File: config.mk
export PLATFORM = sky130hd
export DESIGN_NAME = control_sequencer
export DESIGN_NICKNAME = d
export VERILOG_FILES = /design/src/rtl/control_sequencer.sv
export SDC_FILE = /design/constraint.sdc
export NUM_CORES = 1
export LEC_CHECK = 0
export ABC_AREA = 1
export BUFFER_PORTS_ARGS = -buffer_cell sky130_fd_sc_hd__buf_2
export CAP_MARGIN = 20
export CORE_MARGIN = 2
export CORE_UTILIZATION = 30
export DETAILED_ROUTE_END_ITERATION = 6
export PLACE_DENSITY_LB_ADDON = 0.3
export REMOVE_ABC_BUFFERS = 1
export SLEW_MARGIN = 20
export SYNTH_ARGS = -nofsm -noshare
export SYNTH_HDL_FRONTEND = slang
export SYNTH_SLANG_ARGS = --single-unit
File: constraint.sdc
create_clock -name clk -period 1.55 [get_ports clk]
set_input_delay 0.155 -clock clk [delete_from_list [all_inputs] [get_ports clk]]
set_output_delay 0.155 -clock clk [all_outputs]
set_load 0.05 [all_outputs]
File: src/rtl/control_sequencer.sv
// ---------------------------------------------------------------------------
// control_sequencer
//
// Purpose: a small fetch/decode/execute controller for an 8-bit accumulator
// machine. Instructions are 8 bits wide: opcode in [7:6], operand address in
// [5:0]. The sequencer does not own the PC or the accumulator. It drives the
// strobes that tell those blocks what to do, and it runs the memory
// read/write handshake. A watchdog aborts any memory access that never
// completes.
//
// Ports:
//   clk          single clock, rising edge
//   reset        synchronous, active-low
//   start        begin from IDLE, or resume from HALT
//   halt_req     stop at the next instruction boundary
//   mem_rdata    memory read data (valid with mem_ready during a read)
//   mem_ready    memory handshake completion
//   mem_rd       memory read request
//   mem_wr       memory write request (accumulator store)
//   addr_sel     memory address source: 0 = PC, 1 = IR[5:0]
//   loadPC       PC load strobe (jump)
//   incPC        PC increment strobe
//   pc_clr       PC clear strobe
//   address      jump/operand target, always IR[5:0]
//   acc_load     accumulator load strobe
//   alu_add      accumulator source: 1 = ALU sum, 0 = mem_rdata
//   busy         high in FETCH, DECODE and EXEC
//   halted       high in HALT
//   err          sticky memory-timeout flag
//   state        current state encoding
//   instr_count  retired-instruction counter (wraps)
// ---------------------------------------------------------------------------
module control_sequencer (
    input  logic       clk,
    input  logic       reset,
    input  logic       start,
    input  logic       halt_req,
    input  logic [7:0] mem_rdata,
    input  logic       mem_ready,
    output logic       mem_rd,
    output logic       mem_wr,
    output logic       addr_sel,
    output logic       loadPC,
    output logic       incPC,
    output logic       pc_clr,
    output logic [5:0] address,
    output logic       acc_load,
    output logic       alu_add,
    output logic       busy,
    output logic       halted,
    output logic       err,
    output logic [2:0] state,
    output logic [7:0] instr_count
);

    typedef enum logic [2:0] {
        ST_IDLE   = 3'd0,
        ST_FETCH  = 3'd1,
        ST_DECODE = 3'd2,
        ST_EXEC   = 3'd3,
        ST_HALT   = 3'd4
    } state_t;

    localparam logic [1:0] OP_LDA = 2'b00;
    localparam logic [1:0] OP_STA = 2'b01;
    localparam logic [1:0] OP_ADD = 2'b10;
    localparam logic [1:0] OP_JMP = 2'b11;

    // The watchdog holds the number of wait cycles already spent in the
    // current access. A wait cycle seen while it holds 14 would take it to
    // 15, so that cycle is the 15th consecutive wait and aborts the access.
    localparam logic [3:0] WD_LAST = 4'd14;

    state_t     state_q, state_d;
    logic [7:0] ir_q, ir_d;
    logic [7:0] instr_count_q, instr_count_d;
    logic [3:0] wd_q, wd_d;
    logic       err_q, err_d;

    logic [1:0] opcode;

    assign opcode = ir_q[7:6];

    // State register and datapath flops.
    always_ff @(posedge clk) begin
        if (!reset) begin
            state_q       <= ST_IDLE;
            ir_q          <= 8'h00;
            instr_count_q <= 8'h00;
            wd_q          <= 4'd0;
            err_q         <= 1'b0;
        end else begin
            state_q       <= state_d;
            ir_q          <= ir_d;
            instr_count_q <= instr_count_d;
            wd_q          <= wd_d;
            err_q         <= err_d;
        end
    end

    // Next-state logic. The watchdog defaults to zero. It only counts up
    // while a FETCH/EXEC access keeps waiting, so it always starts from
    // zero when either state is entered.
    always_comb begin
        state_d       = state_q;
        ir_d          = ir_q;
        instr_count_d = instr_count_q;
        wd_d          = 4'd0;
        err_d         = err_q;

        case (state_q)
            ST_IDLE: begin
                if (start) begin
                    state_d = ST_FETCH;
                end
            end

            ST_FETCH: begin
                if (mem_ready) begin
                    ir_d    = mem_rdata;
                    state_d = ST_DECODE;
                end else if (wd_q == WD_LAST) begin
                    state_d = ST_HALT;
                    err_d   = 1'b1;
                end else begin
                    wd_d = wd_q + 4'd1;
                end
            end

            ST_DECODE: begin
                if (opcode == OP_JMP) begin
                    instr_count_d = instr_count_q + 8'd1;
                    state_d       = halt_req ? ST_HALT : ST_FETCH;
                end else begin
                    state_d = ST_EXEC;
                end
            end

            ST_EXEC: begin
                if (mem_ready) begin
                    instr_count_d = instr_count_q + 8'd1;
                    state_d       = halt_req ? ST_HALT : ST_FETCH;
                end else if (wd_q == WD_LAST) begin
                    state_d = ST_HALT;
                    err_d   = 1'b1;
                end else begin
                    wd_d = wd_q + 4'd1;
                end
            end

            ST_HALT: begin
                // A resume does not clear the PC, and it clears the
                // timeout flag.
                if (start && !halt_req) begin
                    state_d = ST_FETCH;
                    err_d   = 1'b0;
                end
            end

            default: begin
                state_d = ST_IDLE;
            end
        endcase
    end

    // Output logic. Every strobe and status bit is gated by reset. While
    // reset is held, the old state is still in the register, and it must
    // not leak out as a strobe.
    always_comb begin
        mem_rd   = 1'b0;
        mem_wr   = 1'b0;
        addr_sel = 1'b0;
        loadPC   = 1'b0;
        incPC    = 1'b0;
        pc_clr   = 1'b0;
        acc_load = 1'b0;
        alu_add  = 1'b0;
        busy     = 1'b0;
        halted   = 1'b0;

        if (reset) begin
            case (state_q)
                ST_IDLE: begin
                    pc_clr = start;
                end

                ST_FETCH: begin
                    busy   = 1'b1;
                    mem_rd = 1'b1;
                    incPC  = mem_ready;
                end

                ST_DECODE: begin
                    busy   = 1'b1;
                    loadPC = (opcode == OP_JMP);
                end

                ST_EXEC: begin
                    busy     = 1'b1;
                    addr_sel = 1'b1;
                    if (opcode == OP_STA) begin
                        mem_wr = 1'b1;
                    end else begin
                        mem_rd   = 1'b1;
                        acc_load = mem_ready;
                        alu_add  = mem_ready && (opcode == OP_ADD);
                    end
                end

                ST_HALT: begin
                    halted = 1'b1;
                end

                default: begin
                end
            endcase
        end
    end

    assign address     = ir_q[5:0];
    assign state       = state_q;
    assign instr_count = instr_count_q;
    assign err         = err_q;

endmodule

---- Word-level counts from Yosys, hierarchy flattened ----
Cells that the tools add are included.
operators by class
  order comparisons ....................... 0
  add/sub/neg operators ................... 2
  divide/modulo/power cells ............... 0
  reduce and logical (&&, ||, !) cells .... 13
  shifts and indexed selects .............. 0
  multipliers ............................. 0
  equal/unequal tests ..................... 14
  bitwise operators ....................... 2
  muxes and demuxes ....................... 39
operator list
  cell                                                    number
  two-way mux 1 bit                                       26
  two-way mux 3 bit                                       7
  two-way mux 8 bit                                       2
  case mux 8 bit (2 select lines)                         1
  case mux 3 bit (5 select lines)                         1
  inequality test 2 bit (second input constant)           5
  adder 8 x 1 -> 8 bit (second input constant)            1
  == test 3 x 2 -> 1 bit (second input constant)          2
  adder 4 x 1 -> 4 bit (second input constant)            1
  == test 2 bit (second input constant)                   2
  == test 4 bit (second input constant)                   1
  case mux 1 bit (2 select lines)                         2
  AND reduction 2 bit                                     2
  AND reduction 4 bit                                     1
  nonzero test 2 bit                                      2
  OR reduction 4 bit                                      1
  == test 3 x 1 -> 1 bit (second input constant)          1
  == test 3 bit (second input constant)                   1
  logical NOT 3 bit                                       1
  AND reduction 3 bit                                     1
  OR reduction 3 bit                                      1
  == test 2 x 1 -> 1 bit (second input constant)          1
  logical AND 1 bit                                       2
  inequality test 2 x 1 -> 1 bit (second input constant)  1
  3 further kinds                                         4
word-level totals
  output and inout bits ................... 28
  bits in registers ....................... 24
  input bits .............................. 13
  memories kept ........................... 0
  logic and storage cells ................. 75
  RAM bits ................................ 0
  bits in latches ......................... 0
  ROM bits ................................ 0

---- Logic depth before layout (Yosys ltp) ----
  word-level depth ........................ 5
  depth in mapped cells ................... 9
  mapped depth without buffers ............ 9

---- Least setup slack after synthesis ----
No wires, ideal clock.
  path type ............................... register -> output
  from .................................... register state_q[0], in the netlist state[0]
  to ...................................... output port alu_add
  stages on the path, launching flop included .. 6
  buffers on the path ..................... 1
  slack ................................... -1161 ps
  arrival time ............................ 2556 ps
  required time ........................... 1395 ps
  cell sequence ........................... dfxtp_1 -> buf_6 -> nand2_1 -> nor2_2 -> nand2_2 -> nor4_1
on the way
  cells in the longest elaborated chain, start to end .. 3
RTL lines
  what                    RTL line  RTL
  start, declared         74        state_t state_q, state_d;
  start signal, assigned  93        state_q <= state_d;
  == test 3 x 2 -> 1 bit  182       case (state_q)
  two-way mux 1 bit       182
  two-way mux 1 bit       181       if (reset) begin
  end, declared           48        output logic alu_add,
Every way passes these cells.

---- Worst setup path in the final report ----
Same ends and word-level chain as after synthesis.

==> flow_summary.json <==
{
  "die_y_um": 69.6,
  "grt_usage": 0.132,
  "rsz0062_at_grt": "true",
  "fp-row-count": 23,
  "cts_buffers": 3,
  "portBuffers": 40,
  "worst-path-max-fanout": 7,
  "min_period_ns": 1.49,
  "drv_slew": 0,
  "crit_required_ns": 1.39,
  "drt.antenna.violating_nets": 0,
  "synth_area_leaders": "dfxtp_1, nand2_1, nor2_1, nand3_1, o21ai_0",
  "yosysWarningCount": 0,
  "route.detailed.drc": 0,
  "antenna_found_initial": 0,
  "ff_latch_area_um2": 490,
  "clock_tree.root_cell": "clkbuf_8",
  "n_fill_cell": 465,
  "cts.clk_slew.worst_paths_ns": 0.08,
  "clock_path_buffers": 2,
  "critPathLaunch": "state[0]",
  "grt-ovfl-total": 0,
  "grt_max_degree": 14,
  "p_per_area_nw_per_um2": 906,
  "area_delta_synth_final_pct": 28.8,
  "hold_slack_ns": 0.128,
  "ios": 41,
  "multiInputGateArea_um2": 699,
  "clk_latency_ns": 0.27,
  "nets": 250,
  "cts_sinks": 24,
  "status": "finished clean",
  "ir_worst_vdd_mv": 0.385,
  "design.core.area_um2": 4090,
  "grt_pass1_wl_mm": 5.20,
  "worstSetupPathType": "reg -> out",
  "r2r_start": "state[2]",
  "max_freq_mhz": 671,
  "end_kind": "output port",
  "grt_pass1_vias": 1152,
  "finalCritPeriodShare": 0.962,
  "dr.pass1.iters": 4,
  "hpwl_mm": 2.40,
  "drt-initial-drc-count": 53,
  "hold_buffers": 0,
  "design.die.area_um2": 4850,
  "layout.cells.most_common_list": "nand2_1, nor2_1, buf_2",
  "final_layout_size_suffix_gt1_frac": 0.315,
  "clock_skew_ns": 0.00105,
  "setup_tns_ns": 0,
  "wl_per_cell_um": 11.3,
  "syn_area_per_cell_um2": 6.77,
  "initial_core_util": 0.316,
  "routed_wl_mm": 3.20,
  "worstPathArrival_ns": 1.34,
  "worstHoldStart": "mem_rdata[0]",
  "relSlewSlack": 0.818,
  "finalSetupViolCount": 0,
  "hold_class": "in -> reg",
  "r2r_setup_slack_ns": 0.22,
  "design_power_total_mw": 1.51,
  "synth_top_area_frac": 0.372,
  "synthesis.area_um2": 1290,
  "cts_tree": "built",
  "final_hold_viol_count": 0,
  "mostFrequentLayoutCell": "nand2_1",
  "die_w_um": 69.6,
  "ys_types": 24,
  "diodes": 0,
  "netlist_instances": 191,
  "worstSetupStartpointType": "register",
  "tightest_slew_ns": 0.272,
  "yosys.area.top_type": "dfxtp_1",
  "p_leak_nw": 0.764,
  "h-tree-depth": 1,
  "cap_violations": 0,
  "ys_seq_area_frac": 0.372,
  "ys_ff_latch": 24,
  "num_vias": 1295,
  "via_per_inst": 4.59,
  "globalplace.congestion": 0.897
}
-- sequential cells by signal, summed over array words and instances, names as in the netlist --
name	cells
instr_count	8
ir_q	8
wd_q	4
state	3
err	1
-- layout make-up --
class,count,share of cell area
multi-input combinational,138,0.420
sequential,24,0.295
timing repair buffer,49,0.182
inverter,18,0.0406
tap,50,0.0376
clock buffer,3,0.0248
-- synth_stat cells (all sizes together) --
master   n
a21boi   1
a21oi   11
a31oi    1
buf      9
clkbuf   2
dfxtp   24
ha       3
inv     18
nand2   48
nand3   12
nand4    1
nor2    38
nor3     3
nor4     2
o21ai   12
or2      1
xnor2    3
xor2     2
-- path summary, 6_finish.rpt --
kind	endpoint	depth (start not counted)
max	alu_add	5
min	ir_q[0]	3
max reg2reg	ir_q[7]	8
min reg2reg	err	2
-- power by group --
group	switching (mW)	internal [mW]	total (mW)
combinational	0.308	0.135	0.443
sequential	0.0346	0.656	0.691
clock	0.200	0.174	0.374
total	0.542	0.966	1.51
-- routing by layer --
metal / wire (um) / track usage / share of wire
met5: 0 / 0 / 0
met4: 68 / 0.0620 / 0.021
met3: 179 / 0.0305 / 0.056
met2: 1490 / 0.209 / 0.47
met1: 1450 / 0.168 / 0.45
-- critical path: stages (launching register included) --
cell,delay [ns]
dfxtp_4,0.39
nand2_1,0.06
nor2_2,0.13
nand2_2,0.11
nor4_4,0.17
buf_6,0.20
-- metrics by stage --
stage	util	instances	cell area (um2)	setup WS, ns
6_report	0.407	282	1660	0.0592
3_5_place_dp	0.373	277	1520	0.0508
2_1_floorplan	-	180	1210	-1.19
3_3_place_gp	0.373	277	1520	0.0728
5_1_grt	0.407	282	1660	-0.00820
4_1_cts	0.393	280	1610	-0.0108
-- kinds of logic (layout without fill, tap and decap cells) --
| group | count (synthesis) | in the layout | synth area share |
|---|---|---|---|
| and+or+nand+nor | 105 | 105 | 0.349 |
| buffers and inverters | 29 | 70 | 0.117 |
| AOI/OAI and AO/OA | 25 | 25 | 0.0997 |
| DFF | 24 | 24 | 0.372 |
| xor gates and xnor gates | 5 | 5 | 0.0339 |
| adders and majority gates | 3 | 3 | 0.0290 |
-- repair_timing --
item | in CTS | in global routing
hold endpoints to repair | 0 | 0
setup buffers | 0 | 2
gates resized for setup | 14 | 15
pin swaps | 0 | 2
endpoints found under the setup margin | 8 | 8
No activity file was read; power rests on OpenSTA's default activity.
